[src/rtl/bitsim_column_sequencer.sv]
// Column sequencer for one bit-serial MAC unit.
// Takes one job descriptor and then a stream of weight-column descriptors.
// Zero columns may be left out of the stream.
// Each accepted column is issued to the MAC on the following cycle.
// After the last column, one drain cycle flushes the MAC's 2-stage pipeline.
// The result is then held under a valid/ready handshake.
// Any cycle without an issued column carries bubble values, so the MAC's
// contribution in that cycle is exactly zero.
module bitsim_column_sequencer #(
    parameter int DATA_WIDTH = 8,
    parameter int VEC_LENGTH = 16,
    parameter int SEL_WIDTH  = $clog2(VEC_LENGTH) - 1,
    parameter int COL_W      = $clog2(DATA_WIDTH)
) (
    input  logic                                clk,
    input  logic                                reset,
    input  logic                                job_valid,
    output logic                                job_ready,
    input  logic                                job_use_prev,
    input  logic                                job_pool,
    input  logic                                col_valid,
    output logic                                col_ready,
    input  logic                                col_last,
    input  logic [COL_W-1:0]                    col_idx,
    input  logic [VEC_LENGTH/2*SEL_WIDTH-1:0]   col_act_sel,
    input  logic [VEC_LENGTH/2-1:0]             col_act_val,
    input  logic [2:0]                          col_mul_const,
    input  logic                                col_shift_mul,
    input  logic [VEC_LENGTH/8-1:0]             col_skip_zero,
    output logic                                mac_en,
    output logic                                mac_load_accum,
    output logic                                mac_is_msb,
    output logic                                mac_shift_mul,
    output logic                                mac_is_pooling,
    output logic [2:0]                          mac_column_idx,
    output logic [VEC_LENGTH/2*SEL_WIDTH-1:0]   mac_act_sel,
    output logic [VEC_LENGTH/2-1:0]             mac_act_val,
    output logic [2:0]                          mac_mul_const,
    output logic [VEC_LENGTH/8-1:0]             mac_skip_zero,
    output logic                                clear_prev,
    output logic                                out_valid,
    input  logic                                out_ready,
    output logic                                col_err
);

    typedef enum logic [1:0] {IDLE, RUN, DRAIN, DONE} state_t;

    state_t           state;
    logic             use_prev_q;
    logic             pool_q;
    logic             issued_q;     // the job's first column has been issued
    logic             loaded_q;     // load_accum has already fired for this job
    logic             have_prev_q;  // prev_idx_q holds a column of this job
    logic [COL_W-1:0] prev_idx_q;

    logic col_acc;
    logic en_next;
    logic load_next;

    assign job_ready = (state == IDLE);
    assign col_ready = (state == RUN);
    assign col_acc   = col_valid && col_ready;

    // load_accum goes on the first enabled cycle after the first issue.
    // Bubbles do not count, because the MAC is frozen while en is low.
    assign en_next   = col_acc || (state == DRAIN);
    assign load_next = en_next && issued_q && !loaded_q;

    // Job FSM; every MAC-facing output is registered here.
    always_ff @(posedge clk) begin
        if (reset) begin
            state          <= IDLE;
            use_prev_q     <= 1'b0;
            pool_q         <= 1'b0;
            issued_q       <= 1'b0;
            loaded_q       <= 1'b0;
            have_prev_q    <= 1'b0;
            prev_idx_q     <= '0;
            mac_en         <= 1'b0;
            mac_load_accum <= 1'b0;
            mac_is_msb     <= 1'b0;
            mac_shift_mul  <= 1'b0;
            mac_is_pooling <= 1'b0;
            mac_column_idx <= '0;
            mac_act_sel    <= '0;
            mac_act_val    <= '0;
            mac_mul_const  <= '0;
            mac_skip_zero  <= '1;
            clear_prev     <= 1'b0;
            out_valid      <= 1'b0;
            col_err        <= 1'b0;
        end else begin
            // Bubble defaults. column_idx and act_sel are left untouched,
            // since a bubble with act_val=0 ignores them.
            mac_en         <= 1'b0;
            mac_load_accum <= 1'b0;
            mac_is_msb     <= 1'b0;
            mac_shift_mul  <= 1'b0;
            mac_act_val    <= '0;
            mac_mul_const  <= '0;
            mac_skip_zero  <= '1;

            if (load_next) begin
                mac_load_accum <= 1'b1;
                loaded_q       <= 1'b1;
            end
            // clear_prev covers the window from first issue through the load cycle
            if (mac_load_accum)
                clear_prev <= 1'b0;

            case (state)
                IDLE: begin
                    if (job_valid) begin
                        use_prev_q  <= job_use_prev;
                        pool_q      <= job_pool;
                        col_err     <= 1'b0;
                        issued_q    <= 1'b0;
                        loaded_q    <= 1'b0;
                        have_prev_q <= 1'b0;
                        state       <= RUN;
                    end
                end
                RUN: begin
                    if (col_acc) begin
                        mac_en         <= 1'b1;
                        mac_column_idx <= 3'(col_idx);
                        mac_is_msb     <= (col_idx == COL_W'(DATA_WIDTH - 1));
                        mac_act_sel    <= col_act_sel;
                        mac_act_val    <= col_act_val;
                        mac_mul_const  <= col_mul_const;
                        mac_shift_mul  <= col_shift_mul;
                        mac_skip_zero  <= col_skip_zero;
                        if (!issued_q) begin
                            clear_prev <= ~use_prev_q;
                            issued_q   <= 1'b1;
                        end
                        // A column that is not above its predecessor is still processed.
                        if (have_prev_q && (col_idx <= prev_idx_q))
                            col_err <= 1'b1;
                        prev_idx_q  <= col_idx;
                        have_prev_q <= 1'b1;
                        if (col_last)
                            state <= DRAIN;
                    end
                end
                DRAIN: begin
                    mac_en <= 1'b1;
                    state  <= DONE;
                end
                DONE: begin
                    if (out_valid && out_ready) begin
                        out_valid      <= 1'b0;
                        mac_is_pooling <= 1'b0;
                        state          <= IDLE;
                    end else begin
                        out_valid      <= 1'b1;
                        mac_is_pooling <= pool_q;
                    end
                end
                default: state <= IDLE;
            endcase
        end
    end

endmodule

[config.mk]
export PLATFORM = sky130hd
export DESIGN_NAME = bitsim_column_sequencer
export DESIGN_NICKNAME = d
export VERILOG_FILES = /design/src/rtl/bitsim_column_sequencer.sv
export SDC_FILE = /design/constraint.sdc
export NUM_CORES = 1
export LEC_CHECK = 0
export ABC_AREA = 1
export CORE_ASPECT_RATIO = 1.4
export CORE_UTILIZATION = 43
export CTS_CLUSTER_DIAMETER = 200
export DETAILED_ROUTE_END_ITERATION = 10
export GPL_TIMING_DRIVEN = 0
export HOLD_SLACK_MARGIN = 0.15
export PLACE_DENSITY = 0.84
export SYNTH_ARGS = -nofsm -noshare
export SYNTH_HDL_FRONTEND = slang
export SYNTH_SLANG_ARGS = --single-unit
[constraint.sdc]
create_clock -name clk -period 1.95 [get_ports clk]
set_input_delay 0.2925 -clock clk [delete_from_list [all_inputs] [get_ports clk]]
set_output_delay 0.2925 -clock clk [all_outputs]
set_load 0.03 [all_outputs]
# Word level (Yosys, flattened, before mapping)
# Index checks and enable logic that the tools add are counted.
# totals
inputBits,49
output_inout_bits,50
wordCells,69
regBits,54
# op_classes
bitwise,3
n_lt_le_gt_ge,1
eq_ne,9
n_reduce_logical,15
muxes,23
# ops
cell,count
1-bit 2-to-1 mux,15
2-bit 2-to-1 mux,4
2-bit one-hot mux with 4 select lines,1
4-bit AND reduction,2
"2-bit by 1-bit != test with 1-bit output, second input constant",3
1-bit one-hot mux with 2 select lines,3
1-bit logical AND,5
"2-bit equality test, second input constant",2
"2-bit != test, second input constant",2
2-bit AND reduction,2
"3-bit equality test, second input constant",1
3-bit <= comparator,1
1-bit inverter,3
3-bit AND reduction,1
3-bit OR reduction,1
"2-bit by 1-bit equality test with 1-bit output, second input constant",1
2-bit logical NOT,1
2-bit nonzero test,1
1-bit logical NOT,1
1-bit logical OR,1

# Logic depth before layout (Yosys ltp)
# Gate-level depths: netlist of the first run.
# depth
word_depth,8
mapped_depth,8
mapped_depth_nobuf,8

# Worst setup path before layout of the first run
# No wires, ideal clock.
# synth_path
kind,register to register
from,register state[1]
to,register mac_act_sel[10]
required_time_ns,1.834
slack_ns,0.519
setup_ns,0.116
t_arrival_ns,1.315
n_path_buf,1
stages_incl_launch_ff,7
period_less_slack_ns,1.431
path_cell_list,dfxtp_1 inv_1 ha_1 nand2_4 clkbuf_2 o21ai_0 nor2_1
# synth_via
elab_chain_len,3
# synth_rtl
element,line,rtl
start: declaration,48,state_t state;
start signal: assignment,72,state <= IDLE;
start signal: assignment,120,state <= RUN;
start signal: assignment,143,state <= DRAIN;
2-bit by 1-bit equality test with 1-bit output (*),61,assign col_ready = (state == RUN);
via col_ready,22,"output logic col_ready,"
1-bit logical AND,62,assign col_acc = col_valid && col_ready;
2-bit AND reduction (no source line) (*),-,
end signal: assignment,128,mac_act_sel <= col_act_sel;
end: declaration,36,"output logic [VEC_LENGTH/2*SEL_WIDTH-1:0] mac_act_sel,"
# The timed path passes the listed nets; every way through them passes the cells marked *.
# A chain may end at the register's enable or synchronous reset.

# Worst setup path in the final report of the first run
# layout_path
from,register state[1]
to,output port col_ready
# layout_via
elab_chain_len,1
# layout_rtl
element,line
2-bit by 1-bit equality test with 1-bit output,61
end: declaration,22
# No other way between the ends.

==> impl_metrics.yaml, run 1 <==
worst_hold_path:
  hold_path_class: "reg -> reg"
yosys:
  synth_top_area_cell: "dfxtp_1"
  yosysWarningCount: 0
  synthesis.area_sq_um: 2050
  synth_edf_count: 0
  seq_area_frac_synth_pct: 52.6
  yosysUniqueCellTypes: 22
  synth.area.top_cells: "dfxtp_1 53%, nor2_1 12%, o21ai_0 6.3%"
  synth_most_common_cell: "nor2_1"
  synth_top_cell_area_share_pct: 52.6
  syn_avg_cell_area_sq_um: 8.28
  async_reset_ff_share_pct: 0
  synthCells: 248
  synth_commonest_cells: "64 x nor2_1, 54 x dfxtp_1, 28 x inv_1"
  syn-num-nets: 304
  synth_top_flop_cell: "dfxtp_1"
  ys_ff_latch: 54
timing:
  max_freq_mhz: 556
  max_slew.worst_pin.slew_ns: 0.343
  finalSetupViolCount: 0
  maxSlewViolCount: 0
  rsz0062_at_grt: "false"
  setup_slack_ns: 0.151
  min_period_ns: 1.80
  hold_slack_ns: 0.445
  slew_headroom_pct: 77.0
  hold_viol_final: 0
  clock_skew_ns: 0.00521
  tns_ns: 0
  fin_crit_sh_pct: 92.2
die:
  core_area_sq_um: 4570
  io-pin-count: 99
  die_h_um: 83.8
  rows: 29
  dieArea_sq_um: 5060
  initial_core_util_pct: 44.9
  dieWidth_um: 60.4
clocking:
  cts_root_buffer: "clkbuf_8"
  cts_sinks: 54
  clk_pin_slew_ns: 0.10
  cts_max_path_buffers: 2
  cts_tree: "yes"
  hold_buffers: 0
  insertion_delay_ns: 0.31
  htreeDepth: 2
  cts_buffers: 5
  post_cts_buffers: 0
setup_path:
  critPathMaxStageDelay_ns: 0.44
  crit_type: "reg -> out"
  reg2reg_depth: 8
  reg2reg_to: "loaded_q"
  worstPathArrival_ns: 1.51
  crit_required_ns: 1.66
  cp_slowest_cell: "dlygate4sd2_1"
  crit_path_cell_trace: "inv_1, ha_1, dlygate4sd2_1"
  end_kind: "output pin"
  reg2reg_slack_ns: 0.46
  critPathCapture: "col_ready"
  critPathLaunchType: "flip-flop"
  critPathMaxFanout: 5
  r2r_start: "state[1]"
  cp-startpoint: "state[1]"
placed_design:
  dp_cells: 408
  port_buffers: 98
  place_congestion: 0.778
  placed_area_sq_um: 3110
  place.detailed.hpwl_mm: 3.75
  place_ws_ns: 0.209
cells_and_area:
  diodes: 0
  area_growth_pct: 58.1
  utilization_pct: 71.0
  final_cell_area_sq_um: 3250
  seq_area_sq_um: 1080
  multi_input_area_sq_um: 769
  drive_gt1_share_pct: 9.60
  instances_no_fill: 416
  fillers: 386
  nets: 409
route:
  vias: 1937
  drt_pass1_iterations: 4
  via_per_inst: 4.66
  drc: 0
  dr.first_iter.drc_count: 66
  antenna_left: 0
  wl_per_cell_um: 11.4
  wirelength_mm: 4.74
power_and_ir_drop:
  ir_drop_uv: 685
  total_power_mw: 3.77
  leakage_nw: 1.34
  powerDensity_nw_per_um2: 1160
global_route:
  antenna_found_initial: 0
  grt_overflow: 0
  grt_usage_pct: 20.3
  grt_max_degree: 18
  grt_pass1_wl_mm: 7.90
  grt_pass1_vias: 1950
run:
  maxCapViolations: 0
status:
  run_status: "complete, no violations"
## worst min-delay path by stage
stage                        start             end  slack [ns]  cells past startpoint
after global placement    loaded_q  mac_load_accum        0.41                      1
final                     loaded_q  mac_load_accum        0.44                      1
after floorplan              reset  mac_is_pooling        0.36                      1
after detailed placement  loaded_q  mac_load_accum        0.42                      1
after global routing      loaded_q  mac_load_accum        0.46                      1
after CTS                 loaded_q  mac_load_accum        0.45                      1
## sequential cells by signal, indices dropped and copies added (netlist names)
register and flops:
col_err 1, state 2, mac_skip_zero 2, mac_load_accum 1, mac_mul_const 3, loaded_q 1
mac_is_pooling 1, have_prev_q 1, out_valid 1, mac_en 1, prev_idx_q 3, pool_q 1
mac_shift_mul 1, mac_act_sel 24, mac_act_val 8, mac_is_msb 1, clear_prev 1, use_prev_q 1
## metal layers
layer  wire (um)  GRT usage [%]  vias up
met5           0              0        -
met4         110           8.47        0
met3         352           6.05       12
met2        2520           38.7       72
met1        1760           18.4      876
li1            -              -      977
## layout make-up
| cell class | count | area share (%) |
|---|---|---|
| sequential | 54 | 33.3 |
| timing repair buffer | 98 | 30.1 |
| multi-input combinational | 155 | 23.7 |
| inverter | 30 | 3.85 |
| buffer | 9 | 2.43 |
| tap | 62 | 2.39 |
| clock buffer | 5 | 2.12 |
| clock inverter | 3 | 2.12 |
## timing repair
action / in CTS / in global routing
resized for setup: 2 / 0
hold endpoints to repair: 0 / 0
endpoints found under the setup margin: 2 / 0
## logic make-up after synthesis
| logic type | synth area share (%) |
|---|---|
| AO/OA/AOI/OAI | 9.87 |
| adder cells (fa/ha/maj) | 4.26 |
| buffers and inverters | 9.93 |
| flip-flops | 52.6 |
| AND/OR/NAND/NOR | 23.3 |
## critical path, delay by kind of cell, from the launching register on
family / cells / cell delay [ns]
flip-flops: 1 / 0.36
adder cells (fa/ha/maj): 1 / 0.31
buffers and inverters: 2 / 0.53
## power breakdown
| group | leakage, nW | total [mW] | internal [mW] | switching, mW |
|---|---|---|---|---|
| logic | 0.835 | 1.49 | 0.623 | 0.866 |
| clock network | 0.0683 | 0.879 | 0.514 | 0.365 |
| registers | 0.440 | 1.40 | 1.30 | 0.102 |
## cells in the final DEF, fill, tap and decap left out, types with 2 or more instances in the layout
| cell | count |
|---|---|
| nand2_4 | 2 |
| inv_1 | 28 |
| bufinv_16 | 2 |
| nor2_1 | 64 |
| nand2_1 | 18 |
| o21ai_0 | 26 |
| a21oi_1 | 6 |
| dlygate4sd2_1 | 2 |
| or2_1 | 2 |
| buf_2 | 2 |
| o21ai_1 | 6 |
| dfxtp_1 | 54 |
| nand3_1 | 9 |
| clkdlybuf4s50_1 | 96 |
| nor2_2 | 11 |
| buf_6 | 5 |
| clkbuf_8 | 5 |
| ha_1 | 7 |
No activity file was read; power rests on OpenSTA's default activity.
==> run 2: changes to the inputs <==
--- a/config.mk
+++ b/config.mk
@@ -9,10 +9,12 @@
 export CORE_ASPECT_RATIO = 1.4
 export CORE_UTILIZATION = 43
 export CTS_CLUSTER_DIAMETER = 200
+export CTS_CLUSTER_SIZE = 16
 export DETAILED_ROUTE_END_ITERATION = 10
 export GPL_TIMING_DRIVEN = 0
 export HOLD_SLACK_MARGIN = 0.15
 export PLACE_DENSITY = 0.84
+export RECOVER_POWER = 50
 export SYNTH_ARGS = -nofsm -noshare
 export SYNTH_HDL_FRONTEND = slang
 export SYNTH_SLANG_ARGS = --single-unit
==> impl_metrics.yaml, run 2 (synthesized netlist as in run 1, its figures left out) <==
route:
  vias: 1949
  dr.first_iter.drc_count: 78
  antenna_left: 0
  wl_per_cell_um: 11.4
  drt_pass1_iterations: 4
  drc: 0
  wirelength_mm: 4.75
  via_per_inst: 4.69
cells_and_area:
  instances_no_fill: 416
  diodes: 0
  final_common_cell: "clkdlybuf4s50_1"
  final_cell_mix: "96 x clkdlybuf4s50_1, 74 x nor2_1, 54 x dfxtp_1, 28 x inv_1, 26 x o21ai_0"
  drive_gt1_share_pct: 5.37
  top_register: "mac_act_sel"
  area_growth_pct: 55.1
  largestRegisters: "mac_act_sel: 24 flops, mac_act_val: 8 flops"
  nets: 409
  largest_reg_flops: 24
timing:
  hold_viol_final: 0
  max_freq_mhz: 575
  fin_crit_sh_pct: 89.2
  slew_headroom_pct: 70.0
  max_slew.worst_pin.slew_ns: 0.449
  maxSlewViolCount: 0
  min_period_ns: 1.74
  clock_skew_ns: 0.00572
  finalSetupViolCount: 0
  tns_ns: 0
  rsz0062_at_grt: "false"
power_and_ir_drop:
  ir_drop_uv: 670
  power_switching_share_pct: 35.3
  power_frac_seq_pct: 37.7
  intPower_mw: 2.41
  leakage_nw: 1.31
  p_switching_mw: 1.31
  powerDensity_nw_per_um2: 1170
  combPwrFrac_pct: 38.7
  pwr-share-clk_pct: 23.6
die:
  core_area_sq_um: 4570
  io-pin-count: 99
  initial_core_util_pct: 44.9
  die_h_um: 83.8
  rows: 29
  dieArea_sq_um: 5060
  dieWidth_um: 60.4
global_route:
  grt_pass1_vias: 1950
  antenna_found_initial: 0
  grt_max_degree: 18
  grt_usage_pct: 20.3
  grt_overflow: 0
  grt_pass1_wl_mm: 7.90
clocking:
  insertion_delay_ns: 0.31
  htreeDepth: 2
  cts_tree: "yes"
  cts_sinks: 54
  cts_max_path_buffers: 2
  cts_root_buffer: "clkbuf_8"
  clk_pin_slew_ns: 0.10
  hold_buffers: 0
  cts_buffers: 5
setup_path:
  cp_slowest_cell: "dlygate4sd2_1"
  reg2reg_slack_ns: 0.24
  critPathLaunchType: "flip-flop"
  critPathMaxFanout: 5
  crit_required_ns: 1.66
  reg2reg_to: "have_prev_q"
  crit_path_cell_trace: "inv_1, ha_1, dlygate4sd2_1"
  crit_type: "reg -> out"
  cp-startpoint: "state[1]"
  r2r_start: "state[1]"
  worstPathArrival_ns: 1.45
  end_kind: "output pin"
  critPathMaxStageDelay_ns: 0.43
  reg2reg_depth: 7
placed_design:
  place_congestion: 0.778
  place.detailed.hpwl_mm: 3.75
  port_buffers: 98
  dp_cells: 408
status:
  run_status: "complete, no violations"
worst_hold_path:
  min_to: "mac_load_accum"
  whs_path_depth: 1
  hold_path_class: "reg -> reg"
  hold_start: "loaded_q"
run:
  maxCapViolations: 0
run 2: through the flow:
stage | cell area (sq um) | total power, mW | utilization, % | hold slack, ns | setup WS [ns]
2_1_floorplan | 2050 | 2.35 | - | 0.362 | 0.519
4_1_cts | 3250 | 3.80 | 71.0 | 0.445 | 0.146
3_5_place_dp | 3110 | 2.94 | 68.1 | 0.420 | 0.209
3_3_place_gp | 3110 | 2.90 | 68.1 | 0.410 | 0.254
6_report | 3190 | 3.72 | 69.7 | 0.453 | 0.210
5_1_grt | 3190 | 3.94 | 69.7 | 0.465 | 0.0639
run 2: routing by layer:
layer / share of wire (%) / global-route usage [%] / wire length, um
met3: 7.7 / 6.05 / 367
met5: 0 / 0 / 0
met2: 53 / 38.7 / 2520
met4: 2.2 / 8.47 / 106
met1: 37 / 18.4 / 1750
run 2: timing repair:
| item | in CTS | in global routing |
|---|---|---|
| buffers inserted | 0 | 0 |
| gates resized for setup | 2 | 0 |
| endpoints found under the setup margin | 2 | 0 |
run 2: layout make-up:
class,count,area [sq um]
inverter,30,125
clock buffer,5,68.8
fill,399,1390
timing repair buffer,98,978
multi-input combinational,155,729
sequential,54,1080
buffer,9,56.3
clock inverter,3,68.8
tap,62,77.6
run 2: worst max path at each step:
stage | cells past startpoint | slack [ns] | endpoint
floorplan | 6 | 0.52 | mac_act_sel[10]
global placement | 3 | 0.25 | col_ready
detailed placement | 3 | 0.21 | col_ready
CTS | 3 | 0.15 | col_ready
global route | 6 | 0.06 | prev_idx_q[1]
finish | 3 | 0.21 | col_ready
run 2: power groups by stage:
| stage | Clock, mW | Sequential, mW | Combinational [mW] |
|---|---|---|---|
| CTS | 0.900 | 1.40 | 1.50 |
| global route | 0.941 | 1.43 | 1.58 |
| global placement | 0 | 1.42 | 1.48 |
| finish | 0.879 | 1.40 | 1.44 |
| floorplan | 0 | 1.74 | 0.611 |
| detailed placement | 0 | 1.43 | 1.51 |
run 2: worst max-delay path: cells and delay by family, from the launching register on:
kind,cells,cell delay [ns]
fa+ha+maj,1,0.27
buf+inv,2,0.52
flops,1,0.36
==> run 3: changes to the inputs <==
--- a/config.mk
+++ b/config.mk
@@ -9,11 +9,10 @@
 export CORE_ASPECT_RATIO = 1.4
 export CORE_UTILIZATION = 43
 export CTS_CLUSTER_DIAMETER = 200
-export CTS_CLUSTER_SIZE = 16
 export DETAILED_ROUTE_END_ITERATION = 10
 export GPL_TIMING_DRIVEN = 0
 export HOLD_SLACK_MARGIN = 0.15
-export PLACE_DENSITY = 0.84
+export PLACE_DENSITY = 0.91
 export RECOVER_POWER = 50
 export SYNTH_ARGS = -nofsm -noshare
 export SYNTH_HDL_FRONTEND = slang
==> impl_metrics.yaml, run 3 (synthesized netlist as in run 1, its figures left out) <==
timing:
  maxSlewViolCount: 0
  hold_viol_final: 0
  finalSetupViolCount: 0
  fin_crit_sh_pct: 86.9
  rsz0062_at_grt: "false"
  max_slew.worst_pin.slew_ns: 0.450
  clock_skew_ns: 0.00729
  max_freq_mhz: 590
  slew_headroom_pct: 70.0
  tns_ns: 0
  min_period_ns: 1.69
global_route:
  grt_max_degree: 17
  antenna_found_initial: 0
  grt_pass1_wl_mm: 7.80
  grt_overflow: 0
  grt_usage_pct: 20.1
  grt_pass1_vias: 1908
route:
  drc: 0
  wl_per_cell_um: 11.4
  vias: 1897
  wirelength_mm: 4.75
  via_per_inst: 4.56
  dr.first_iter.drc_count: 53
  antenna_left: 0
  drt_pass1_iterations: 4
clocking:
  cts_max_path_buffers: 2
  cts_sinks: 54
  clk_pin_slew_ns: 0.09
  cts_tree: "yes"
  cts_root_buffer: "clkbuf_8"
  cts_buffers: 5
  htreeDepth: 2
  insertion_delay_ns: 0.30
setup_path:
  crit_type: "reg -> reg"
  critPathBufInv: 3
  crit_path_cell_trace: "inv_1, ha_1, nand2_1, clkinv_8, clkbuf_1, nand3_1, nand2_1"
  critPathMaxStageDelay_ns: 0.37
  cp_slowest_cell: "clkbuf_1"
  r2r_start: "state[1]"
  critPathMaxFanout: 10
  end_kind: "flip-flop"
  worstPathArrival_ns: 1.94
  crit_top_cell: "nand2_1"
  critPathLaunchType: "flip-flop"
  crit_required_ns: 2.20
  crit_family: "buffers and inverters"
  cp-startpoint: "state[1]"
cells_and_area:
  area_growth_pct: 53.0
  largestRegisters: "mac_act_sel: 24 flops, mac_act_val: 8 flops"
  drive_gt1_share_pct: 5.37
  largest_reg_flops: 24
  instances_no_fill: 416
  nets: 409
  final_common_cell: "clkdlybuf4s50_1"
  final_cell_mix: "96 x clkdlybuf4s50_1, 73 x nor2_1, 54 x dfxtp_1, 28 x inv_1, 27 x o21ai_0"
  top_register: "mac_act_sel"
  diodes: 0
  fillers: 399
die:
  die_h_um: 83.8
  io-pin-count: 99
  dieArea_sq_um: 5060
  dieWidth_um: 60.4
  rows: 29
  initial_core_util_pct: 44.9
  core_area_sq_um: 4570
placed_design:
  place.detailed.hpwl_mm: 3.76
  dp_cells: 408
  port_buffers: 98
  place_congestion: 0.792
power_and_ir_drop:
  leakage_nw: 1.29
  combPwrFrac_pct: 41.9
  power_frac_seq_pct: 40.5
  powerDensity_nw_per_um2: 1100
  p_switching_mw: 1.30
  power_switching_share_pct: 37.7
  pwr-share-clk_pct: 17.5
  ir_drop_uv: 593
  intPower_mw: 2.15
status:
  run_status: "complete, no violations"
run:
  maxCapViolations: 0
worst_hold_path:
  hold_path_class: "reg -> reg"
  hold_start: "loaded_q"
-- run 3: power groups by stage --
stage	registers (mW)	clock network [mW]	logic, mW
after floorplan	1.74	0	0.611
after global placement	1.42	0	1.48
after detailed placement	1.43	0	1.52
after CTS	1.40	0.628	1.51
after global routing	1.42	0.686	1.58
final	1.40	0.606	1.45
-- run 3: metrics by stage --
stage	power [mW]	setup slack, ns	hold WS [ns]	area, sq um	utilization (%)
6_report	3.45	0.256	0.450	3140	68.7
5_1_grt	3.69	0.0900	0.453	3140	68.7
4_1_cts	3.54	0.197	0.453	3200	69.9
3_5_place_dp	2.94	0.244	0.435	3110	68.1
3_3_place_gp	2.90	0.254	0.409	3110	68.1
2_1_floorplan	2.35	0.519	0.362	2050	-
-- run 3: layer usage --
| metal | vias up | global-route usage [%] | routed length [um] |
|---|---|---|---|
| met5 | - | 0 | 0 |
| met4 | 0 | 8.88 | 89 |
| met3 | 8 | 5.74 | 314 |
| met2 | 67 | 38.2 | 2540 |
| met1 | 843 | 18.6 | 1810 |
| li1 | 979 | - | - |
-- run 3: final cells by class --
cell class | instances | area, sq um | share of cell area [%]
Clock buffer | 6 | 72.6 | 2.31
Tap cell | 62 | 77.6 | 2.47
Inverter | 30 | 125 | 3.98
Timing Repair Buffer | 98 | 978 | 31.1
Clock inverter | 2 | 13.8 | 0.438
Sequential cell | 54 | 1080 | 34.4
Multi-Input combinational cell | 155 | 732 | 23.3
Buffer | 9 | 62.6 | 1.99
-- run 3: worst paths after layout --
check,endpoint,slack [ns],depth (start not counted)
worst min register to register,mac_load_accum,0.45,1
worst min-delay path,mac_load_accum,0.45,1
worst max register to register,have_prev_q,0.26,7
worst max-delay path,have_prev_q,0.26,7
-- run 3: what timing repair did --
item,4_1_cts,5_1_grt
setup buffers,0,0
hold buffers,0,0
setup endpoints to repair,2,0
resized for setup,2,0
endpoints found under the hold margin,0,0
==> edit 1 (settings of run 1) <==
Encoding of `state_t`: now one-hot (4 bits for 4 states).
--- a/src/rtl/bitsim_column_sequencer.sv
+++ b/src/rtl/bitsim_column_sequencer.sv
@@ -43,7 +43,7 @@
     output logic                                col_err
 );
 
-    typedef enum logic [1:0] {IDLE, RUN, DRAIN, DONE} state_t;
+    typedef enum logic [3:0] {IDLE = 4'b0001, RUN = 4'b0010, DRAIN = 4'b0100, DONE = 4'b1000} state_t;
 
     state_t           state;
     logic             use_prev_q;
Function: same outputs for any inputs over 10 cycles, from zero or initial values and one cycle with reset high; not proved beyond that.
==> edit 1 against run 1 <==
Count of clock-buffer cells in the layout increased by 1; setup slack better by 0.020 ns; sequential share of layout area increased by 1.8 points; area after synthesis rose by 0.97%; sequential cell count increased by 2; via count is 0.46% higher; wire length increased by 4.7%; maximum frequency grew 1.1%; final area fell by 1.5%; power is 28% lower; synthesized cell count is 3.6% higher; die area grew 0.94%; clock skew about the same; largest power group is now registers.
==> edit 1: results (changes against run 1) <==
Critical path
  – Critical Path Fanout Max: 6 (+1)
  – Critical path data arrival time: 1.49 ns (-0.02 ns)

Clock network
  – Root buf cell: clkbuf_8
  – CTS clk-pin slew, worst paths: 0.09 ns
  – CTS Buf Count: 5 (unchanged)
  – Max clock buf depth: 2 (unchanged)
  – Clk Latency, worst-skew pair: 0.30 ns
  – H-tree levels: 2 (unchanged)

Synthesis
  – Yosys cell types: 22 (unchanged)
  – Synthesized Nets: 309 (+1.6%)
  – Sequential element share of the synthesized area: 54.04% (+1.4 points)
  – Synth warn: 0 (unchanged)
  – Cell accounting for the most synthesized area: dfxtp_1
  – Ys async rst share: 0% (unchanged)
  – Ys flop type: dfxtp_1
  – Area contributors post-synth: dfxtp_1 (54%), nand2_1 (12%), a21oi_1 (8.2%)
  – Top post-synthesis cells by count: nand2_1 (69), dfxtp_1 (56), a21oi_1 (34), inv_1 (27), nor2_1 (16)

Route
  – Drt wl/cell: 11.73 um (+2.9%)
  – DRT Pass-1 Iters: 4 (unchanged)
  – DRT iter0 DRCs: 70 (+6.1%)
  – Vias per cell: 4.600 (-1.2%)

Global route
  – Vias in the first global route: 1,825 (-6.4%)
  – Antenna violations before repair: 0 (unchanged)
  – First-pass GRT wire length: 8.010 mm (+1.4%)
  – GRT Util Overall: 20.52% (+0.26 points)
  – Largest net degree at the start of global routing: 16 (-2)

Power
  – Sw frac: 32.47% (-2.9 points)
  – Max VDD drop: 582.3 uV (-15%)
  – Static Leak: 1.247 nW (-7.2%)

Finish
  – Top Registers: mac_act_sel x24, mac_act_val x8, state x4
  – Layout cells sized above 1: 8.310% (-1.3 points)
  – N_diodes: 0 (unchanged)
  – Final nets: 413 (+0.98%)

Place
  – DP HPWL: 3.816 mm (+1.9%)
  – Port Buffer Count: 97 (-1.0%)
  – GPL Wtd Cong: 0.7707 (-0.96%)

Timing
  – Clock Skew: 0.005508 ns (+0.0002987 ns)
  – Final TNS setup: 0 ns (unchanged)
  – Slew @ Worst Pin: 0.4300 ns (+0.08676 ns)

Min path
  – Hold Crit Class: in2reg

Status
  – Status: finished clean
-- edit 1: cell types whose count changed after synthesis, sizes merged, moves of 2 or more --
cell	before	now
o21ai	32	4
nor2	76	28
clkbuf	1	4
dfxtp	54	56
nand3	9	13
buf	8	6
a21oi	6	34
ha	7	3
nand2	20	73
-- edit 1: cells by family after synthesis --
group	synth area share, %
AOI/OAI and AO/OA	9.952
DFF	54.04
adders and majority gates	1.810
and+or+nand+nor	25.81
buffers and inverters	8.383
-- edit 1: path summary, 6_finish.rpt --
path | end | slack, ns | startpoint | cells past startpoint
worst min register to register | mac_load_accum | 0.43 | loaded_q | 1
worst min-delay path | mac_act_sel[0] | 0.32 | reset | 2
worst max register to register | prev_idx_q[1] | 0.62 | state[0] | 7
worst max-delay path | job_ready | 0.17 | state[1] | 4
-- edit 1: metrics by stage --
stage,total power [W],setup slack (ns),instances,cell area [um^2]
after floorplan,0.001834,0.5949,257,2074
after global placement,0.002148,0.2432,416,3123
after detailed placement,0.002172,0.1975,416,3123
after CTS,0.002739,0.1513,423,3198
after global routing,0.002858,0.07720,423,3198
final,0.002714,0.1708,423,3198
-- edit 1: worst max-delay path: stages, from the launching register on --
cell and delay (ns):
dfxtp_1 0.35, inv_1 0.10, nand2_1 0.07, nor2_2 0.24, dlygate4sd2_1 0.43
-- edit 1: metal layers --
layer / global-route usage (%) / share of wire, %
met1: 22.64 / 39
met2: 35.66 / 54
met3: 4.931 / 5.0
met4: 9.504 / 2.4
met5: 0 / 0
-- edit 1: cell type report --
type,instances,area (um^2)
well taps,62,77.57
inverters,28,110.1
clock buffers,6,72.57
multi-input cells,163,779.5
flip-flops and latches,56,1121
repair buffers,97,968.4
clock inverters,1,5.005
fillers,412,1374
plain buffers,10,63.81
-- edit 1: power by group through the flow --
stage                     clock [W]  sequential (W)  combinational (W)
final                      0.000588         0.00130           0.000821
after global placement            0         0.00132           0.000824
after global routing       0.000642         0.00132           0.000899
after CTS                  0.000605         0.00130           0.000830
after floorplan                   0         0.00144           0.000398
after detailed placement          0         0.00133           0.000842
-- edit 1: timing repair --
action / in CTS / in global routing
setup endpoints to repair: 2 / 0
buffers inserted: 0 / 0
resized for setup: 2 / 0
==> edit 2 (settings of run 1) <==
Made on the original files. `VEC_LENGTH`: 16 -> 32.
--- a/src/rtl/bitsim_column_sequencer.sv
+++ b/src/rtl/bitsim_column_sequencer.sv
@@ -8,7 +8,7 @@
 // contribution in that cycle is exactly zero.
 module bitsim_column_sequencer #(
     parameter int DATA_WIDTH = 8,
-    parameter int VEC_LENGTH = 16,
+    parameter int VEC_LENGTH = 32,
     parameter int SEL_WIDTH  = $clog2(VEC_LENGTH) - 1,
     parameter int COL_W      = $clog2(DATA_WIDTH)
 ) (
Ports: changed (6 resized); port bits go from 99 to 199. No check against the original RTL was run, so the function may have changed too.
==> edit 2 against run 1 <==
Wire length grew 120%; global-route usage is 3.6 points higher; critical endpoint is now job_ready; setup slack gained 0.038 ns; highest routed layer unchanged; combinational power up 90%; sequential cell count rose by 50; critical path type unchanged; count of clock-buffer cells in the layout is 7 higher; area after synthesis up 77%; power grew 99%; final area up 87%.
==> edit 2: results (changes against run 1) <==
Status
  – Status: finished clean

Synthesis
  – Synthesized Nets: 557 (+83%)
  – Sequential element share of the synthesized area: 57.28% (+4.7 points)
  – Top post-synthesis cells by count: nor2_1 (164), dfxtp_1 (104), o21ai_0 (69), inv_1 (36), nand2_1 (18)

Power
  – Max VDD drop: 803.3 uV (+17%)
  – Sw frac: 34.79% (-0.57 points)

Critical path
  – CP max stage delay: 0.44 ns (about the same)
  – R2r setup slk: 0.22 ns (-0.24 ns)
  – CP endpoint: job_ready
  – FF-to-FF path depth: 7 (-1)
  – Worst Setup SP: state[0]
  – Worst r2r dst: clear_prev
  – Critical path data arrival time: 1.47 ns (-0.04 ns)

Place
  – DP HPWL: 7.808 mm (+110%)
  – Placed instance area: 5744 um^2 (+85%)
  – Port Buffer Count: 198 (+100%)

Global route
  – Vias in the first global route: 3,572 (+83%)
  – Grt met1 use: 24.67% (+6.2 points)
  – Met3 usage: 6.008% (-0.038 points)
  – Met2 Use GR: 42.45% (+3.8 points)
  – First-pass GRT wire length: 16.37 mm (+110%)

Clock network
  – H-tree levels: 3 (+1)
  – Root buf cell: clkbuf_16
  – Resize count post-CTS: 2 (unchanged)
  – Clk Latency, worst-skew pair: 0.34 ns (+0.03 ns)
  – CTS clk-pin slew, worst paths: 0.07 ns (-0.03 ns)

Route
  – DRT Pass-1 Iters: 7 (+3)
  – Drt wl/cell: 13.35 um (+17%)
  – Vias per cell: 4.698 (+0.91%)
  – DRT iter0 DRCs: 125 (+89%)
  – M1 wire length: 3.972 mm (+130%)
  – WL met2: 5.160 mm (+100%)

Timing
  – Relative slew margins: 67.83% (-9.2 points)
  – Clock Skew: 0.007756 ns (+0.002547 ns)
  – Hold slack: 0.4256 ns (-0.01924 ns)

Finish
  – Top Registers: mac_act_sel x64, mac_act_val x16, mac_skip_zero x4
  – Final nets: 766 (+87%)
  – Layout cells sized above 1: 5.572% (-4.0 points)
==> edit 2: cell types whose count changed after synthesis, moves of 2 or more <==
cell and delta:
nor2_1 +100, dfxtp_1 +50, buf_2 +4, nand2_2 +2, nand2_4 -2, clkbuf_2 +2
clkbuf_1 +9, o21ai_0 +43, o21ai_1 -3, or2_1 -2, nor2_2 -11, or2_2 +4
inv_1 +8
==> edit 2: cell type report <==
| cell class | count | area (um^2) |
|---|---|---|
| repair buffers | 198 | 1979 |
| flip-flops and latches | 104 | 2082 |
| plain buffers | 24 | 146.4 |
| inverters | 38 | 145.1 |
| clock inverters | 3 | 65.06 |
| fillers | 642 | 2135 |
| clock buffers | 12 | 256.5 |
| multi-input cells | 285 | 1261 |
| well taps | 102 | 127.6 |
==> edit 2: through the flow <==
step	total power (W)	cells	worst slack (ns)
after global placement	0.005527	751	0.2467
after detailed placement	0.005618	751	0.1757
after CTS	0.007540	766	0.1851
after floorplan	0.004402	451	0.4234
after global routing	0.007871	766	0.01452
final	0.007494	766	0.1895
==> edit 2: power groups by stage <==
stage / clock network, W / registers [W] / logic (W)
final: 0.00194 / 0.00273 / 0.00283
after global routing: 0.00205 / 0.00277 / 0.00305
after CTS: 0.00197 / 0.00273 / 0.00284
after detailed placement: 0 / 0.00278 / 0.00284
after global placement: 0 / 0.00275 / 0.00277
after floorplan: 0 / 0.00349 / 0.000914
==> edit 2: cells by family after synthesis <==
kind of cell	count (synthesis)	synth area share [%]
AOI/OAI and AO/OA	79	10.91
adders and majority gates	7	2.410
buffers and inverters	62	8.020
DFF	104	57.28
and+or+nand+nor	199	21.38
